`config.mk`:
```
export PLATFORM = sky130hd
export DESIGN_NAME = waveform_playback_buffer_flat
export DESIGN_NICKNAME = d
export VERILOG_FILES = /design/src/rtl/waveform_playback_buffer_if.sv /design/src/rtl/waveform_playback_buffer.sv /design/src/flat_wrapper.sv
export SDC_FILE = /design/constraint.sdc
export NUM_CORES = 2
export LEC_CHECK = 0
export BUFFER_PORTS_ARGS = -buffer_cell sky130_fd_sc_hd__buf_4
export CAP_MARGIN = 20
export CORE_MARGIN = 2
export CORE_UTILIZATION = 45
export DETAILED_ROUTE_END_ITERATION = 8
export GPL_TIMING_DRIVEN = 0
export PLACE_DENSITY = 0.6
export SLEW_MARGIN = 0
export SYNTH_ARGS = -nofsm -noshare
export SYNTH_HDL_FRONTEND = slang
export SYNTH_SLANG_ARGS = --single-unit
export TNS_END_PERCENT = 50
```
`constraint.sdc`:
```
create_clock -name DataClk -period 15.7 [get_ports DataClk]
set_input_delay 3.14 -clock DataClk [delete_from_list [all_inputs] [get_ports DataClk]]
set_output_delay 3.14 -clock DataClk [all_outputs]
set_load 0.02 [all_outputs]
```
`src/rtl/waveform_playback_buffer_if.sv`:
```
// Load and playback stream bundle for waveform_playback_buffer.
// master: sample source/sink side; slave: the buffer.
interface waveform_playback_buffer_if;
    logic [31:0] LoadData;
    logic        LoadValid;
    logic        LoadReady;
    logic [31:0] DataOut;
    logic        DataOutValid;

    modport master (
        output LoadData,
        output LoadValid,
        input  LoadReady,
        input  DataOut,
        input  DataOutValid
    );

    modport slave (
        input  LoadData,
        input  LoadValid,
        output LoadReady,
        output DataOut,
        output DataOutValid
    );
endinterface

```
`src/rtl/waveform_playback_buffer.sv`:
```
// Waveform playback buffer: load words, arm, replay on trigger.
// Continuous looping is built only with PLAYBACK_LOOP_EN defined.
module waveform_playback_buffer #(
    parameter int DEPTH  = 128,
    parameter int ADDR_W = 7
) (
    input  logic                      DataClk,
    input  logic                      Reset,
    waveform_playback_buffer_if.slave bus,
    input  logic                      ArmPlayback,
    input  logic                      ClearBuffer,
    input  logic                      StartTrigger,
    input  logic                      LoopMode,
    output logic                      PlaybackDone,
    output logic [ADDR_W:0]           WordCount,
    output logic                      Busy
);
    typedef enum logic [2:0] {
        LOAD  = 3'b001,
        ARMED = 3'b010,
        PLAY  = 3'b100
    } state_t;

    localparam logic [ADDR_W:0] FULL = (ADDR_W+1)'(DEPTH);
    localparam logic [ADDR_W:0] ONE  = (ADDR_W+1)'(1);

    state_t          state;
    state_t          state_nxt;
    logic [31:0]     mem [DEPTH];
    logic [ADDR_W:0] rd_ptr;
    logic [31:0]     rd_word;
    logic            rd_valid;
    logic            rd_last;
    logic            out_last;
    logic            write_en;
    logic            last_addr;
    logic            pass_end;
    logic            loop_now;

`ifdef PLAYBACK_LOOP_EN
    assign loop_now = LoopMode;
`else
    logic unused_loop;
    assign unused_loop = LoopMode;
    assign loop_now    = 1'b0;
`endif

    assign bus.LoadReady = (state == LOAD) && (WordCount < FULL) && !Reset;
    assign write_en  = bus.LoadValid && bus.LoadReady;
    assign last_addr = (rd_ptr == WordCount - ONE);
    assign pass_end  = (state == PLAY) && last_addr && !loop_now;
    assign Busy      = (state == PLAY) || rd_valid || bus.DataOutValid;

    always_ff @(posedge DataClk) begin
        if (Reset) state <= LOAD;
        else       state <= state_nxt;
    end

    // A write in the same cycle as ArmPlayback counts toward a non-empty buffer.
    always_comb begin
        state_nxt = state;
        unique case (state)
            LOAD: begin
                if (!ClearBuffer && ArmPlayback &&
                    (WordCount != '0 || write_en))
                    state_nxt = ARMED;
            end
            ARMED: begin
                if (ClearBuffer)       state_nxt = LOAD;
                else if (StartTrigger) state_nxt = PLAY;
            end
            PLAY: begin
                if (pass_end) state_nxt = ARMED;
            end
            default: state_nxt = LOAD;
        endcase
    end

    always_ff @(posedge DataClk) begin
        if (Reset) begin
            WordCount <= '0;
            rd_ptr    <= '0;
        end else begin
            if (ClearBuffer && state != PLAY) WordCount <= '0;
            else if (write_en)                WordCount <= WordCount + ONE;

            if (state == ARMED && StartTrigger && !ClearBuffer)
                rd_ptr <= '0;
            else if (state == PLAY)
                rd_ptr <= last_addr ? '0 : rd_ptr + ONE;
        end
    end

    // Storage is deliberately left out of reset.
    always_ff @(posedge DataClk) begin
        if (write_en && !ClearBuffer)
            mem[WordCount[ADDR_W-1:0]] <= bus.LoadData;
        if (state == PLAY)
            rd_word <= mem[rd_ptr[ADDR_W-1:0]];
    end

    always_ff @(posedge DataClk) begin
        if (Reset) begin
            rd_valid         <= 1'b0;
            rd_last          <= 1'b0;
            bus.DataOutValid <= 1'b0;
            bus.DataOut      <= '0;
            out_last         <= 1'b0;
            PlaybackDone     <= 1'b0;
        end else begin
            rd_valid         <= (state == PLAY);
            rd_last          <= pass_end;
            bus.DataOutValid <= rd_valid;
            bus.DataOut      <= rd_valid ? rd_word : '0;
            out_last         <= rd_valid && rd_last;
            PlaybackDone     <= out_last;
        end
    end
endmodule

```
`src/flat_wrapper.sv`:
```
// flat-port wrapper written by rule: the top's interface ports become plain ports
module waveform_playback_buffer_flat 
#(
    parameter int DEPTH  = 128,
    parameter int ADDR_W = 7
)
  (DataClk, Reset, ArmPlayback, ClearBuffer, StartTrigger, LoopMode, PlaybackDone, WordCount, Busy, bus_LoadData, bus_LoadValid, bus_LoadReady, bus_DataOut, bus_DataOutValid);
  waveform_playback_buffer_if bus_i ();
  input  logic DataClk;
  input  logic Reset;
  input  logic ArmPlayback;
  input  logic ClearBuffer;
  input  logic StartTrigger;
  input  logic LoopMode;
  output logic PlaybackDone;
  output logic [ADDR_W:0] WordCount;
  output logic Busy;
  input wire logic [$bits(bus_i.LoadData)-1:0] bus_LoadData;
  input wire logic [$bits(bus_i.LoadValid)-1:0] bus_LoadValid;
  output wire logic [$bits(bus_i.LoadReady)-1:0] bus_LoadReady;
  output wire logic [$bits(bus_i.DataOut)-1:0] bus_DataOut;
  output wire logic [$bits(bus_i.DataOutValid)-1:0] bus_DataOutValid;
  assign bus_i.LoadData = bus_LoadData;
  assign bus_i.LoadValid = bus_LoadValid;
  assign bus_LoadReady = bus_i.LoadReady;
  assign bus_DataOut = bus_i.DataOut;
  assign bus_DataOutValid = bus_i.DataOutValid;
  waveform_playback_buffer #(.DEPTH(DEPTH), .ADDR_W(ADDR_W)) u_core (.DataClk(DataClk), .Reset(Reset), .bus(bus_i), .ArmPlayback(ArmPlayback), .ClearBuffer(ClearBuffer), .StartTrigger(StartTrigger), .LoopMode(LoopMode), .PlaybackDone(PlaybackDone), .WordCount(WordCount), .Busy(Busy));
endmodule
```
==> out/qor.csv <==
stage,metric,value,unit
routing,wl_per_cell,35.2,um
clock_network,numCtsBuffers,425,
worst_setup_path,worstPathCellList,buf_4 -> nor2_1 -> and2_1 -> buf_4,
grt,grt_use_met3,0.0408,
clock_network,cts_resized,0,
worst_setup_path,cp-start-kind,primary input,
timing,slew_headroom,0.0797,
worst_setup_path,cp-endpoint,bus_LoadReady,
worst_setup_path,r2r_start,u_core.rd_ptr[2]$_SDFFE_PP0P_,
placement,dp_slack,8.63,ns
placement,routabilityCongestion,0.945,
logic_synthesis,ys.flop_type,edfxtp_1,
clock_network,postCtsSetupBuffers,0,
power_and_ir_drop,leakage,55.3,nW
worst_setup_path,setup.worst_path.start,Reset,
routing,ant_nets,0,
logic_synthesis,synth-seq-cells,4184,
clock_network,clk_pin_slew,0.06,ns
logic_synthesis,synth_top_area_frac,0.784,
worst_hold_path,hp-class,register to register,
floorplanning,coreArea,349000,um^2
final_layout,register_area,125000,um^2
grt,grt_overflow,0,
timing,grt_setup_unrepaired,false,
run_status,status,finished clean,
logic_synthesis,yosys.area.top_type,edfxtp_1,
final_layout,synthToLayoutAreaGrowth,16.7,%
floorplanning,num_io_pins,83,
clock_network,cts_buffer_depth,4,
grt,grt_pass1_wl,617,mm
job,maxCapViolCount,0,
worst_setup_path,reg2reg_setup_slack,10.42,ns
worst_setup_path,reg2reg_depth,10,
worst_setup_path,crit_required,12.56,ns
worst_setup_path,cp.buffers_inverters,2,
timing,drv_slew,0,
worst_setup_path,r2r-end,u_core.rd_word[24]$_DFFE_PP_,
logic_synthesis,synth_edf_count,4128,
timing,period_share,0.451,
logic_synthesis,synth_cell_types,47,
grt,grt_util_met2,0.391,
timing,setup_viol,0,
timing,fmax,141,MHz
final_layout,final_layout_size_suffix_gt1_frac,0.279,
placement,hpwl,309,mm
worst_setup_path,crit_slowest_cell,and2_1,
worst_setup_path,cpMostUsedCell,buf_4,
worst_setup_path,setup.worst_path.class,primary input to output port,
final_layout,multi_input_area,32500,um^2
timing,setup_slack,8.62,ns
grt,grt_max_degree,94,
clock_network,htree_num_levels,5,
routing,via_per_inst,6.14,
grt,grt_use_total,0.251,
routing,drc,0,
grt,antenna_found_initial,70,
routing,drt_pass1_iterations,5,
timing,period_needed,7.08,ns
logic_synthesis,synth_area,158000,um^2
clock_network,cts-hold-fix-buffers,0,
logic_synthesis,synthArstFlopShare,0,
floorplanning,row_count,217,
grt,met1_usage,0.347,
floorplanning,initial_core_util,0.452,
worst_setup_path,worstPathArrival,3.94,ns
floorplanning,die_x,597,um
routing,drt_iter0_drc,11286,
placement,place.port_buffers,81,
logic_synthesis,synthTopCellsByArea,"edfxtp_1 (78%), mux4_2 (15%), mux2i_1 (0.82%)",
final_layout,nNetsFinal,7790,
logic_synthesis,synthCells,6977,
worst_setup_path,worstSetupEndpointType,output port,
timing,fin_skew,0.0788,ns
grt,first_global_vias,77201,
routing,num_vias,78350,
clock_network,cts_sinks,4184,
power_and_ir_drop,peakVddDrop,0.000102,V
worst_setup_path,worstPathMaxFanout,7,
power_and_ir_drop,pwr_density_cell,125,nW/um^2
routing,wl,449,mm
worst_setup_path,cp.depth,4,
grt,busiest_layer,met2,
clock_network,cts_tree,built,
timing,finalHoldViolations,0,
worst_setup_path,slowest_delay,0.28,ns
logic_synthesis,syn_nets,7019,
timing,setup_tns,0,ns
floorplanning,die_h,597,um
logic_synthesis,yosysSeqAreaShare,0.791,
timing,worst_slew_pin_slew,1.37,ns
floorplanning,dieArea,356000,um^2
worst_setup_path,cp_top_family,simple AND/OR/NAND/NOR gates,
final_layout,fill_cells,26423,
clock_network,insertion_delay,1.01,ns
logic_synthesis,synth.most_common_cell,edfxtp_1,
clock_network,clock-root-buffer,clkbuf_16,
logic_synthesis,ys_warn_count,0,
logic_synthesis,netlist_top_cells_count,"edfxtp_1 (4128), mux4_2 (1024), o21ai_0 (256), clkbuf_1 (234), nand2_1 (156)",
logic_synthesis,syn_avg_cell_area,22.7,um^2
-- final cells by class --
cell class / instances / area share
Clock inverter: 232 / 0.0122
Multi-Input combinational cell: 2398 / 0.176
Sequential cell: 4184 / 0.678
Inverter: 3 / 0.0000678
Tap cell: 4599 / 0.0312
Antenna cell: 62 / 0.000841
Clock buffer: 545 / 0.0615
Buffer: 392 / 0.00922
Timing Repair Buffer: 344 / 0.0306
-- cell usage in the layout (no fill, tap or decap), types with 9 or more instances in the layout --
master	netlist	final
mux2i_1	129	129
diode_2	0	62
nor2b_1	136	136
xor2_1	9	9
xnor2_1	11	11
buf_8	0	14
buf_4	8	91
edfxtp_1	4128	4128
nand3_1	15	15
nor4_1	132	95
nor4_2	0	37
a211oi_1	128	128
nand2_1	156	155
o22ai_1	130	130
dfxtp_1	56	56
mux4_2	1024	1024
clkinv_1	1	94
nor2_4	0	125
clkbuf_1	234	313
bufinv_16	0	33
buf_16	0	101
clkbuf_2	0	20
inv_6	0	9
clkbuf_16	0	429
nor2_1	150	25
and2_1	36	36
clkinv_2	0	68
clkbuf_8	0	18
buf_12	0	74
buf_1	36	36
buf_2	109	151
buf_6	5	34
o21ai_0	256	256
or4_1	32	32
-- how the worst min path moves through the flow --
stage / start / endpoint / slack [ns] / depth (start not counted)
after global routing: u_core.out_last$_SDFF_PP0_ / u_core.PlaybackDone$_SDFF_PP0_ / 0.46 / 1
after floorplan: u_core.rd_last$_SDFF_PP0_ / u_core.out_last$_SDFF_PP0_ / 0.41 / 1
after global placement: u_core.out_last$_SDFF_PP0_ / u_core.PlaybackDone$_SDFF_PP0_ / 0.42 / 1
after CTS: u_core.out_last$_SDFF_PP0_ / u_core.PlaybackDone$_SDFF_PP0_ / 0.45 / 1
final: u_core.rd_word[24]$_DFFE_PP_ / u_core.bus.DataOut[24]$_SDFF_PP0_ / 0.45 / 1
after detailed placement: u_core.rd_word[23]$_DFFE_PP_ / u_core.bus.DataOut[23]$_SDFF_PP0_ / 0.43 / 1
-- kinds of logic after synthesis --
family	share of synthesized area
fa+ha+maj	0.000237
simple gates	0.0228
xor+xnor	0.00111
buf+inv	0.0107
compound gates	0.0200
mux	0.154
flops	0.791
-- report_power, final --
group / internal, mW / switching (mW)
sequential: 12.3 / 0.00369
clock: 5.65 / 4.28
combinational: 0.240 / 0.529
total: 18.2 / 4.81
-- state kept, by name, indices dropped and copies added (netlist names) --
register	count
u_core.mem	4096
u_core.bus.DataOut	32
u_core.rd_word	32
u_core.WordCount	8
u_core.rd_ptr	8
u_core.state	3
u_core.PlaybackDone	1
u_core.bus.DataOutValid	1
u_core.out_last	1
u_core.rd_last	1
u_core.rd_valid	1
-- layer usage --
| layer | part of all wire | vias to the layer above | routed length, um |
|---|---|---|---|
| met3 | 0.085 | 784 | 38200 |
| met4 | 0.052 | 12 | 23300 |
| met5 | 0.00017 | - | 78 |
| met2 | 0.47 | 4017 | 213000 |
| met1 | 0.39 | 42243 | 175000 |
| li1 | - | 31294 | - |
-- per-stage QoR --
stage          instance area [um^2]  cells  hold slack [ns]  total power, mW   util
2_1_floorplan                158000   6977            0.406             12.8      -
3_3_place_gp                 164000  11657            0.423             13.2  0.471
3_5_place_dp                 171000  11915            0.430             13.3  0.488
4_1_cts                      184000  12692            0.451             23.1  0.527
5_1_grt                      184000  12735            0.458             23.6  0.528
6_report                     184000  12759            0.447             23.0  0.528
No activity file was read; power rests on OpenSTA's default activity.
